`config.mk`:
```
export PLATFORM = sky130hd
export DESIGN_NAME = uart_tx_frame
export DESIGN_NICKNAME = d
export VERILOG_FILES = /design/src/rtl/uart_pkg.sv /design/src/rtl/uart_baud_tick.sv /design/src/rtl/uart_tx_frame.sv
export SDC_FILE = /design/constraint.sdc
export NUM_CORES = 1
export LEC_CHECK = 0
export CAP_MARGIN = 0
export CORE_MARGIN = 2
export CORE_UTILIZATION = 45
export DETAILED_ROUTE_END_ITERATION = 7
export PLACE_DENSITY = 0.67
export SYNTH_ARGS = -nofsm -noshare
export SYNTH_HDL_FRONTEND = slang
export SYNTH_SLANG_ARGS = --single-unit
```
`constraint.sdc`:
```
create_clock -name clk -period 5.1 [get_ports clk]
set_input_delay 1.02 -clock clk [delete_from_list [all_inputs] [get_ports clk]]
set_output_delay 1.02 -clock clk [all_outputs]
set_load 0.1 [all_outputs]
```
`src/rtl/uart_pkg.sv`:
```
// Shared definitions for the UART transmitter/receiver family: parity encodings,
// FSM state encoding and divider constants for a 12 MHz system clock.
package uart_pkg;

  localparam int PAR_NONE = 0;
  localparam int PAR_EVEN = 1;
  localparam int PAR_ODD  = 2;

  // S_BREAK and S_MAB are only reachable when UART_TX_BREAK_EN is defined.
  typedef enum logic [2:0] {
    S_IDLE,
    S_START,
    S_DATA,
    S_PARITY,
    S_STOP,
    S_BREAK,
    S_MAB
  } uart_state_e;

  localparam int BAUD_DIV_115200 = 104;
  localparam int BAUD_DIV_57600  = 208;
  localparam int BAUD_DIV_38400  = 312;
  localparam int BAUD_DIV_19200  = 625;
  localparam int BAUD_DIV_9600   = 1250;

endpackage

```
`src/rtl/uart_baud_tick.sv`:
```
// Free-running bit-period divider with synchronous clear; tick marks the last
// clk cycle of each BAUD_DIV-cycle period.
module uart_baud_tick #(
  parameter int BAUD_DIV = 104
) (
  input  logic clk,
  input  logic rst,
  input  logic clear,
  input  logic en,
  output logic tick
);

  localparam int CW = (BAUD_DIV > 1) ? $clog2(BAUD_DIV) : 1;
  localparam logic [CW-1:0] LAST = CW'(BAUD_DIV - 1);

  logic [CW-1:0] cnt_q, cnt_d;

  if (BAUD_DIV < 2) begin : g_bad_div
    $error("uart_baud_tick: BAUD_DIV must be >= 2");
  end

  always_comb begin
    cnt_d = cnt_q;
    tick  = 1'b0;
    if (clear) begin
      cnt_d = '0;
    end else if (en) begin
      if (cnt_q == LAST) begin
        tick  = 1'b1;
        cnt_d = '0;
      end else begin
        cnt_d = cnt_q + 1'b1;
      end
    end
  end

  always_ff @(posedge clk) begin
    if (rst) cnt_q <= '0;
    else     cnt_q <= cnt_d;
  end

endmodule

```
`src/rtl/uart_tx_frame.sv`:
```
// Parametrised UART transmitter: one character per start/ready handshake.
// Optional break generation (send_break port) is enabled with UART_TX_BREAK_EN.
module uart_tx_frame
  import uart_pkg::*;
#(
  parameter int DATA_BITS = 8,
  parameter int PARITY    = PAR_NONE,
  parameter int STOP_BITS = 1,
  parameter int BAUD_DIV  = BAUD_DIV_115200
) (
  input  logic                 clk,
  input  logic                 rst,
  input  logic                 start,
  input  logic [DATA_BITS-1:0] data,
`ifdef UART_TX_BREAK_EN
  input  logic                 send_break,
`endif
  output logic                 tx,
  output logic                 ready,
  output logic                 busy,
  output logic                 done
);

  localparam logic [3:0] DATA_LAST = 4'(DATA_BITS - 1);
  localparam logic [3:0] STOP_LAST = 4'(STOP_BITS - 1);

  if (DATA_BITS < 5 || DATA_BITS > 9) begin : g_bad_bits
    $error("uart_tx_frame: DATA_BITS must be 5..9");
  end
  if (PARITY < PAR_NONE || PARITY > PAR_ODD) begin : g_bad_parity
    $error("uart_tx_frame: PARITY must be 0, 1 or 2");
  end
  if (STOP_BITS < 1 || STOP_BITS > 2) begin : g_bad_stop
    $error("uart_tx_frame: STOP_BITS must be 1 or 2");
  end

  uart_state_e          state_q, state_d;
  logic [3:0]           bit_cnt_q, bit_cnt_d;
  logic [DATA_BITS-1:0] shift_q, shift_d;
  logic                 par_q, par_d;
  logic                 tx_q, tx_d;
  logic                 tick;
  logic                 accept;
  logic                 baud_en;
  logic                 baud_clear;

`ifdef UART_TX_BREAK_EN
  assign ready      = (state_q == S_IDLE) && !send_break;
  assign baud_clear = accept || ((state_q == S_BREAK) && !send_break);
`else
  assign ready      = (state_q == S_IDLE);
  assign baud_clear = accept;
`endif

  assign accept  = start && ready;
  assign busy    = !ready && !rst;
  assign baud_en = (state_q != S_IDLE) && (state_q != S_BREAK);
  assign tx      = tx_q;

  uart_baud_tick #(
    .BAUD_DIV(BAUD_DIV)
  ) u_baud (
    .clk  (clk),
    .rst  (rst),
    .clear(baud_clear),
    .en   (baud_en),
    .tick (tick)
  );

  // Parity accumulates from bits leaving the captured shift register, so the
  // live data bus is never looked at after the accept cycle.
  always_comb begin
    state_d   = state_q;
    bit_cnt_d = bit_cnt_q;
    shift_d   = shift_q;
    par_d     = par_q;
    done      = 1'b0;

    unique case (state_q)
      S_IDLE: begin
        if (accept) begin
          state_d = S_START;
          shift_d = data;
          par_d   = 1'b0;
        end
`ifdef UART_TX_BREAK_EN
        else if (send_break) begin
          state_d = S_BREAK;
        end
`endif
      end
      S_START: begin
        if (tick) state_d = S_DATA;
      end
      S_DATA: begin
        if (tick) begin
          shift_d = shift_q >> 1;
          par_d   = par_q ^ shift_q[0];
          if (bit_cnt_q == DATA_LAST) begin
            state_d = (PARITY != PAR_NONE) ? S_PARITY : S_STOP;
          end else begin
            bit_cnt_d = bit_cnt_q + 4'd1;
          end
        end
      end
      S_PARITY: begin
        if (tick) state_d = S_STOP;
      end
      S_STOP: begin
        if (tick) begin
          if (bit_cnt_q == STOP_LAST) begin
            state_d = S_IDLE;
            done    = 1'b1;
          end else begin
            bit_cnt_d = bit_cnt_q + 4'd1;
          end
        end
      end
`ifdef UART_TX_BREAK_EN
      S_BREAK: begin
        if (!send_break) state_d = S_MAB;
      end
      S_MAB: begin
        if (tick) state_d = S_IDLE;
      end
`endif
      default: begin
        state_d = S_IDLE;
      end
    endcase

    if (state_d != state_q) bit_cnt_d = '0;
  end

  // tx is derived from the next state so the line changes on the same edge as the FSM.
  always_comb begin
    tx_d = 1'b1;
    unique case (state_d)
      S_START:  tx_d = 1'b0;
      S_DATA:   tx_d = shift_d[0];
      S_PARITY: tx_d = par_d ^ (PARITY == PAR_ODD);
      S_BREAK:  tx_d = 1'b0;
      default:  tx_d = 1'b1;
    endcase
  end

  always_ff @(posedge clk) begin
    if (rst) begin
      state_q   <= S_IDLE;
      bit_cnt_q <= '0;
      shift_q   <= '0;
      par_q     <= 1'b0;
      tx_q      <= 1'b1;
    end else begin
      state_q   <= state_d;
      bit_cnt_q <= bit_cnt_d;
      shift_q   <= shift_d;
      par_q     <= par_d;
      tx_q      <= tx_d;
    end
  end

endmodule

```
==> results of run 1 <==
power by group through the flow:
stage	combinational [W]	clock, W	sequential (W)
3_5_place_dp	0.0000524	0	0.000203
4_1_cts	0.0000526	0.000103	0.000199
6_report	0.0000520	0.000103	0.000199
5_1_grt	0.0000566	0.000114	0.000200
2_1_floorplan	0.0000326	0	0.000205
3_3_place_gp	0.0000512	0	0.000203
flip-flops by register name, indices dropped and copies added, names as in the netlist:
| register | cells |
|---|---|
| state_q | 3 |
| u_baud.cnt_q | 7 |
| tx | 1 |
| par_q | 1 |
| shift_q | 8 |
| bit_cnt_q | 4 |
cells in the final DEF, fill, tap and decap left out, drive strengths merged, types with 2 or more instances in the layout:
master	n
a21oi	11
a22oi	6
and2	2
buf	2
clkbuf	4
clkdlybuf4s50	13
dfxtp	24
ha	3
inv	4
mux2i	2
nand2	13
nand2b	5
nand3	4
nand3b	2
nor2	20
nor3	5
nor4	3
o21ai	2
xnor2	6
xor2	4
logic make-up (layout without fill, tap and decap cells):
group,Yosys count,after routing
multiplexers,3,3
buffers and inverters,10,23
adder cells (fa/ha/maj),3,3
AND/OR/NAND/NOR,64,64
flip-flops,24,24
AO/OA/AOI/OAI,29,29
XOR/XNOR,10,10
how the worst min path moves through the flow:
stage                                       start                       to  slack [ps]  cells after the start
after global placement    shift_q[3]$_SDFFE_PP0P_  shift_q[3]$_SDFFE_PP0P_         450                      2
after detailed placement  shift_q[5]$_SDFFE_PP0P_  shift_q[5]$_SDFFE_PP0P_         450                      2
after floorplan           shift_q[2]$_SDFFE_PP0P_  shift_q[2]$_SDFFE_PP0P_         440                      2
final                     shift_q[5]$_SDFFE_PP0P_  shift_q[5]$_SDFFE_PP0P_         470                      2
after CTS                 shift_q[5]$_SDFFE_PP0P_  shift_q[5]$_SDFFE_PP0P_         480                      2
after global routing      shift_q[6]$_SDFFE_PP0P_  shift_q[6]$_SDFFE_PP0P_         500                      2
worst max-delay path, stage by stage, from the launching register on:
cell and delay [ps]:
dfxtp_1 390, ha_1 280, and2_1 200, nand2_1 140
nor4_1 290, clkdlybuf4s50_1 1170
per-layer routing:
metal | wire [um] | vias up | track usage | share of wire
li1 | - | 530 | - | -
met2 | 1230 | 23 | 0.304 | 0.50
met1 | 1120 | 479 | 0.189 | 0.45
met5 | 0 | - | 0 | 0
met3 | 79 | 5 | 0.0300 | 0.032
met4 | 41 | 0 | 0.0782 | 0.017
final cells by class:
class                   instances  area (um2)
clock buffers                   4        36.3
well taps                      31        38.8
multi-input cells             109         711
fillers                       266        1260
repair buffers                 15         145
inverters                       4        15.0
flip-flops and latches         24         480
per-stage QoR:
stage / hold slack [ps] / std cells / util
after floorplan: 436 / 143 / -
after global placement: 447 / 183 / 0.517
after detailed placement: 455 / 183 / 0.517
after CTS: 475 / 187 / 0.531
after global routing: 501 / 187 / 0.531
final: 472 / 187 / 0.531
==> summary.txt, run 1 <==
Timing
  – Final count of hold timing violations: 0
  – Transition time at the pin with the least slew margin: 974 ps
  – Period minus WS final: 3810 ps
  – Setup violations, final: 0
  – Period utilization: 0.747
  – Peak Freq: 262 MHz
  – Number of max-slew violations in the final report: 0
  – Final-layout setup total negative slack: 0 ps
  – Final critical-path setup slack: 1290 ps
  – RSZ-0062 raised after global routing: no
  – Max Clock Skew: 5.94 ps
  – Slew Limit Headroom: 0.349

Worst setup path
  – Data required, critical path: 4080 ps
  – Critical Path End: done
  – Worst Reg2Reg Path Length in Cells: 6
  – Arrival time at the worst endpoint: 2790 ps
  – R2r startpoint: u_baud.cnt_q[0]$_SDFFE_PP0P_
  – CP Max Fanout: 6
  – Type of origin of the critical path: flop
  – Critical Path Sink Type: output pin
  – Critical path launch point: u_baud.cnt_q[0]$_SDFFE_PP0P_
  – Reg-to-Reg End: tx$_SDFF_PP1_
  – R2r setup slk: 2800 ps
  – Worst Setup Path Type: reg -> out

Power
  – Proportion of power drawn by the clock network: 0.292
  – Peak supply drop: 0.174 mV
  – Cell Pwr Density: 248 nW/um2
  – Static power due to leakage: 0.496 nW
  – Cell-internal power: 0.000258 W
  – Post-layout power: 0.000354 W
  – Psw: 0.0000964 W
  – Sequential cell fraction of total power: 0.561
  – Switching part of the total: 0.272
  – Power share of the combinational group: 0.147

Detailed routing
  – Via density per instance: 5.55
  – Routed wire length: 2480 um
  – Number of DRC markers after the initial detailed-route iteration: 21
  – Routed via count: 1037
  – Post-DR wirelength/cell: 13.2 um
  – Number of nets with antenna violations after routing: 0
  – 1st-pass router iterations: 4
  – Remaining DRCs: 0

Finish
  – Final nets: 171
  – Area growth from synthesis to layout: 15.2%
  – Proportion of layout cells with a drive suffix above 1: 0.0833
  – Final cell area excluding filler cells: 1430 um2
  – Antenna fix cells: 0

Clock tree
  – Number of cells upsized or downsized after cts: 0
  – Total number of H-tree levels: 1
  – Number of buffers on the longest clock path: 2
  – Clock network latency to the later pin of the worst-skew pair: 320 ps
  – Clock tree root buffer cell: clkbuf_4
  – Total number of clock tree sinks: 24
  – Clock-pin slew on the worst setup and hold paths: 140 ps
  – Clock tree from TritonCTS: done
  – Post-CTS repair timing setup buffer count: 0
  – Cts hold-fix bufs: 0
  – Number of CTS-inserted buffers: 3

Yosys
  – Mapped Area: 1240 um2
  – Most area-consuming cells after synthesis: dfxtp_1 (39%), nor2_1 (6.1%), a21oi_1 (4.4%)
  – Share of the yosys chip area belonging to registers: 0.388
  – Synth Area per Inst: 8.66 um2
  – Leading cell type by number of instances after synthesis: dfxtp_1
  – Flip-flop cell with the highest count after synthesis: dfxtp_1
  – Area fraction in compound gates after synthesis: 0.154
  – Cell variety after synth: 42
  – Simple-gate share of the synthesized area: 0.291
  – Share of flip-flops with an asynchronous set or reset after synthesis: 0
  – Dominant cell type by area after synthesis: dfxtp_1
  – Adder-cell area share of the yosys netlist: 0.0303
  – Syn Nets: 157
  – Mux cell area share after synthesis: 0.0283
  – Area share of the leading cell type in the synthesized netlist: 0.388
  – Synth Area in XOR/XNOR: 0.0707
  – Number of synthesis warnings: 0
  – EDFF count, synth: 0
  – Largest family of logic cells by synthesized area: simple AND/OR/NAND/NOR gates
  – Syn Inst Count: 143
  – Top cells by instance count after synthesis: dfxtp_1 (24), nor2_1 (20), nand2_1 (13)
  – Synthesis-stage register bit count: 24

Global route
  – Residual overflow from global routing: 0
  – Number of antenna violations at the first check in global routing: 0
  – Vias in the first global route: 991
  – First-pass GRT wire length: 4220 um
  – Gr usage total: 0.168
  – Largest net degree at the start of global routing: 17

Floorplan
  – Row cnt: 19
  – Die H: 56.5 um
  – Core box area: 2690 um2
  – Count of boundary I/O pins: 15
  – Initial cell density of the core: 0.461
  – Die outline width: 56.5 um
  – Die area: 3190 um2

Placement
  – Placement-stage worst setup slack: 1650 ps
  – Cell area reported after detailed placement: 1390 um2
  – Input/output buffers: 14
  – Post-DP HPWL: 1880 um
  – RePlAce Congestion: 0.743

Outcome
  – Outcome: complete, no violations

Flow run
  – Max capacitance violation total: 0

Worst hold path
  – Class of the tightest hold or removal check: reg -> reg
Power figures use the tool's default switching activity.
==> run 2, diff against run 1 <==
- PLACE_DENSITY: 0.67 -> 0.69
- clock period: 5.1 -> 3.33 ns (I/O delays scaled with it)
==> summary.txt, run 2 (synthesis results as in run 1) <==
Timing
  – Peak Freq: 381 MHz
  – Final-layout setup total negative slack: 0 ps (unchanged)
  – Number of max-slew violations in the final report: 0 (unchanged)
  – Period utilization: 0.787
  – Period minus WS final: 2620 ps
  – Slew Limit Headroom: 0.637 (+0.289)
  – Final count of hold timing violations: 0 (unchanged)
  – Final critical-path setup slack: 708 ps (-581 ps)
  – Transition time at the pin with the least slew margin: 539 ps (-436 ps)
  – Setup violations, final: 0 (unchanged)
  – RSZ-0062 raised after global routing: no
  – Max Clock Skew: 2.42 ps (-3.52 ps)

Global route
  – Number of antenna violations at the first check in global routing: 0 (unchanged)
  – First-pass GRT wire length: 4080 um (-3.3%)
  – Gr usage total: 0.161 (-0.00775)
  – Residual overflow from global routing: 0 (unchanged)
  – Vias in the first global route: 954 (-3.7%)
  – Largest net degree at the start of global routing: 17 (unchanged)

Clock tree
  – Number of buffers on the longest clock path: 2 (unchanged)
  – Clock tree from TritonCTS: done
  – Clock network latency to the later pin of the worst-skew pair: 320 ps (about the same)
  – Total number of H-tree levels: 1 (unchanged)
  – Number of cells upsized or downsized after cts: 0 (unchanged)
  – Total number of clock tree sinks: 24 (unchanged)
  – Clock tree root buffer cell: clkbuf_4
  – Number of CTS-inserted buffers: 3 (unchanged)
  – Cts hold-fix bufs: 0 (unchanged)
  – Clock-pin slew on the worst setup and hold paths: 130 ps (about the same)
  – Post-CTS repair timing setup buffer count: 0 (unchanged)

Finish
  – Top library cells by usage in the layout, fill and taps aside: dfxtp_1 (24), nor2_1 (20), nand2_1 (13), a21oi_1 (11), clkdlybuf4s50_1 (10)
  – Antenna fix cells: 0 (unchanged)
  – Proportion of layout cells with a drive suffix above 1: 0.127 (+0.0432)
  – Largest register FFs: 8 (unchanged)
  – Final cell area excluding filler cells: 1470 um2 (+3.3%)
  – Area growth from synthesis to layout: 19.0%
  – Final nets: 173 (+1.2%)
  – Fillers: 251 (-5.6%)
  – Largest registers: shift_q (8), u_baud.cnt_q (7), bit_cnt_q (4)
  – Top reg by flops: shift_q
  – Commonest non-fill, non-tap cell in the layout: dfxtp_1
  – Final standard cell count with taps included and fillers excluded: 189 (+1.1%)

Floorplan
  – Die area: 3190 um2 (unchanged)
  – Initial cell density of the core: 0.461 (unchanged)
  – Count of boundary I/O pins: 15 (unchanged)
  – Core box area: 2690 um2 (unchanged)
  – Row cnt: 19 (unchanged)
  – Die outline width: 56.5 um (unchanged)
  – Die H: 56.5 um (unchanged)

Detailed routing
  – Routed via count: 1032 (-0.48%)
  – Post-DR wirelength/cell: 12.5 um (-5.5%)
  – Remaining DRCs: 0 (unchanged)
  – Number of nets with antenna violations after routing: 0 (unchanged)
  – Number of DRC markers after the initial detailed-route iteration: 24 (+14%)
  – Via density per instance: 5.46 (-1.5%)
  – Routed wire length: 2370 um (-4.5%)
  – 1st-pass router iterations: 4 (unchanged)

Worst setup path
  – Ordered list of cells on the worst path: ha_1 > and2_1 > nand2_1 > nor4_2 > buf_4
  – Top delay family on crit path: simple AND/OR/NAND/NOR gates
  – CP Buf/Inv Count: 1 (unchanged)
  – Slowest stage cell, crit path: dfxtp_1
  – Type of origin of the critical path: flop
  – Critical Path Sink Type: output pin
  – CP Max Fanout: 6 (unchanged)
  – Worst Setup Path Type: reg -> out
  – Biggest cell delay along the critical path: 400 ps (-770 ps)
  – Arrival time at the worst endpoint: 1960 ps (-830 ps)
  – Data required, critical path: 2660 ps (-1420 ps)

Placement
  – Post-DP HPWL: 1710 um (-9.1%)
  – Placement-stage worst setup slack: 1000 ps (-650 ps)
  – Placed cell count: 185 (+1.1%)
  – Cell area reported after detailed placement: 1420 um2 (+2.3%)
  – Input/output buffers: 14 (unchanged)
  – RePlAce Congestion: 0.808 (+8.7%)

Worst hold path
  – Class of the tightest hold or removal check: reg -> reg

Power
  – Static power due to leakage: 0.520 nW (+4.9%)
  – Peak supply drop: 0.326 mV (+87%)
  – Cell Pwr Density: 407 nW/um2 (+64%)

Outcome
  – Outcome: complete, no violations

Flow run
  – Max capacitance violation total: 0 (unchanged)
## run 2: report_power, final
group          switching [W]  internal [W]  leakage [nW]
logic              0.0000482     0.0000331         0.297
registers         0.00000783      0.000297         0.195
clock network      0.0000921      0.000122        0.0279
total               0.000148      0.000451         0.520
## run 2: area by class of cell
cell class	count	area, um2	share of cell area
multi-input cells	109	722	0.490
flip-flops and latches	24	480	0.326
repair buffers	17	165	0.112
well taps	31	38.8	0.0263
clock inverters	1	30.0	0.0204
clock buffers	3	22.5	0.0153
inverters	4	15.0	0.0102
## run 2: stage by stage
| step | util | hold WS, ps | total power (W) |
|---|---|---|---|
| after CTS | 0.549 | 466 | 0.000607 |
| final | 0.549 | 464 | 0.000600 |
| after detailed placement | 0.529 | 447 | 0.000392 |
| after global routing | 0.549 | 479 | 0.000621 |
| after global placement | 0.529 | 444 | 0.000391 |
| after floorplan | - | 436 | 0.000364 |
## run 2: worst paths after layout
check,startpoint,end,slack [ps],cells past startpoint
worst max-delay path,u_baud.cnt_q[0]$_SDFFE_PP0P_,done,710,5
worst min-delay path,shift_q[3]$_SDFFE_PP0P_,shift_q[3]$_SDFFE_PP0P_,460,2
worst max register to register,u_baud.cnt_q[0]$_SDFFE_PP0P_,tx$_SDFF_PP1_,1240,6
worst min register to register,shift_q[3]$_SDFFE_PP0P_,shift_q[3]$_SDFFE_PP0P_,460,2
## run 2: layer usage
| metal | up-vias | routed length, um | track usage |
|---|---|---|---|
| met5 | - | 0 | 0 |
| li1 | 532 | - | - |
| met3 | 5 | 104 | 0.0438 |
| met2 | 15 | 1100 | 0.259 |
| met1 | 480 | 1120 | 0.203 |
| met4 | 0 | 38 | 0.0612 |
## run 2: worst register-to-register path, delay by kind of cell (launching register included)
family / cells / cell delay [ps]
muxes: 1 / 320
adders and majority gates: 1 / 280
AOI/OAI and AO/OA: 2 / 320
and+or+nand+nor: 2 / 710
DFF: 1 / 400
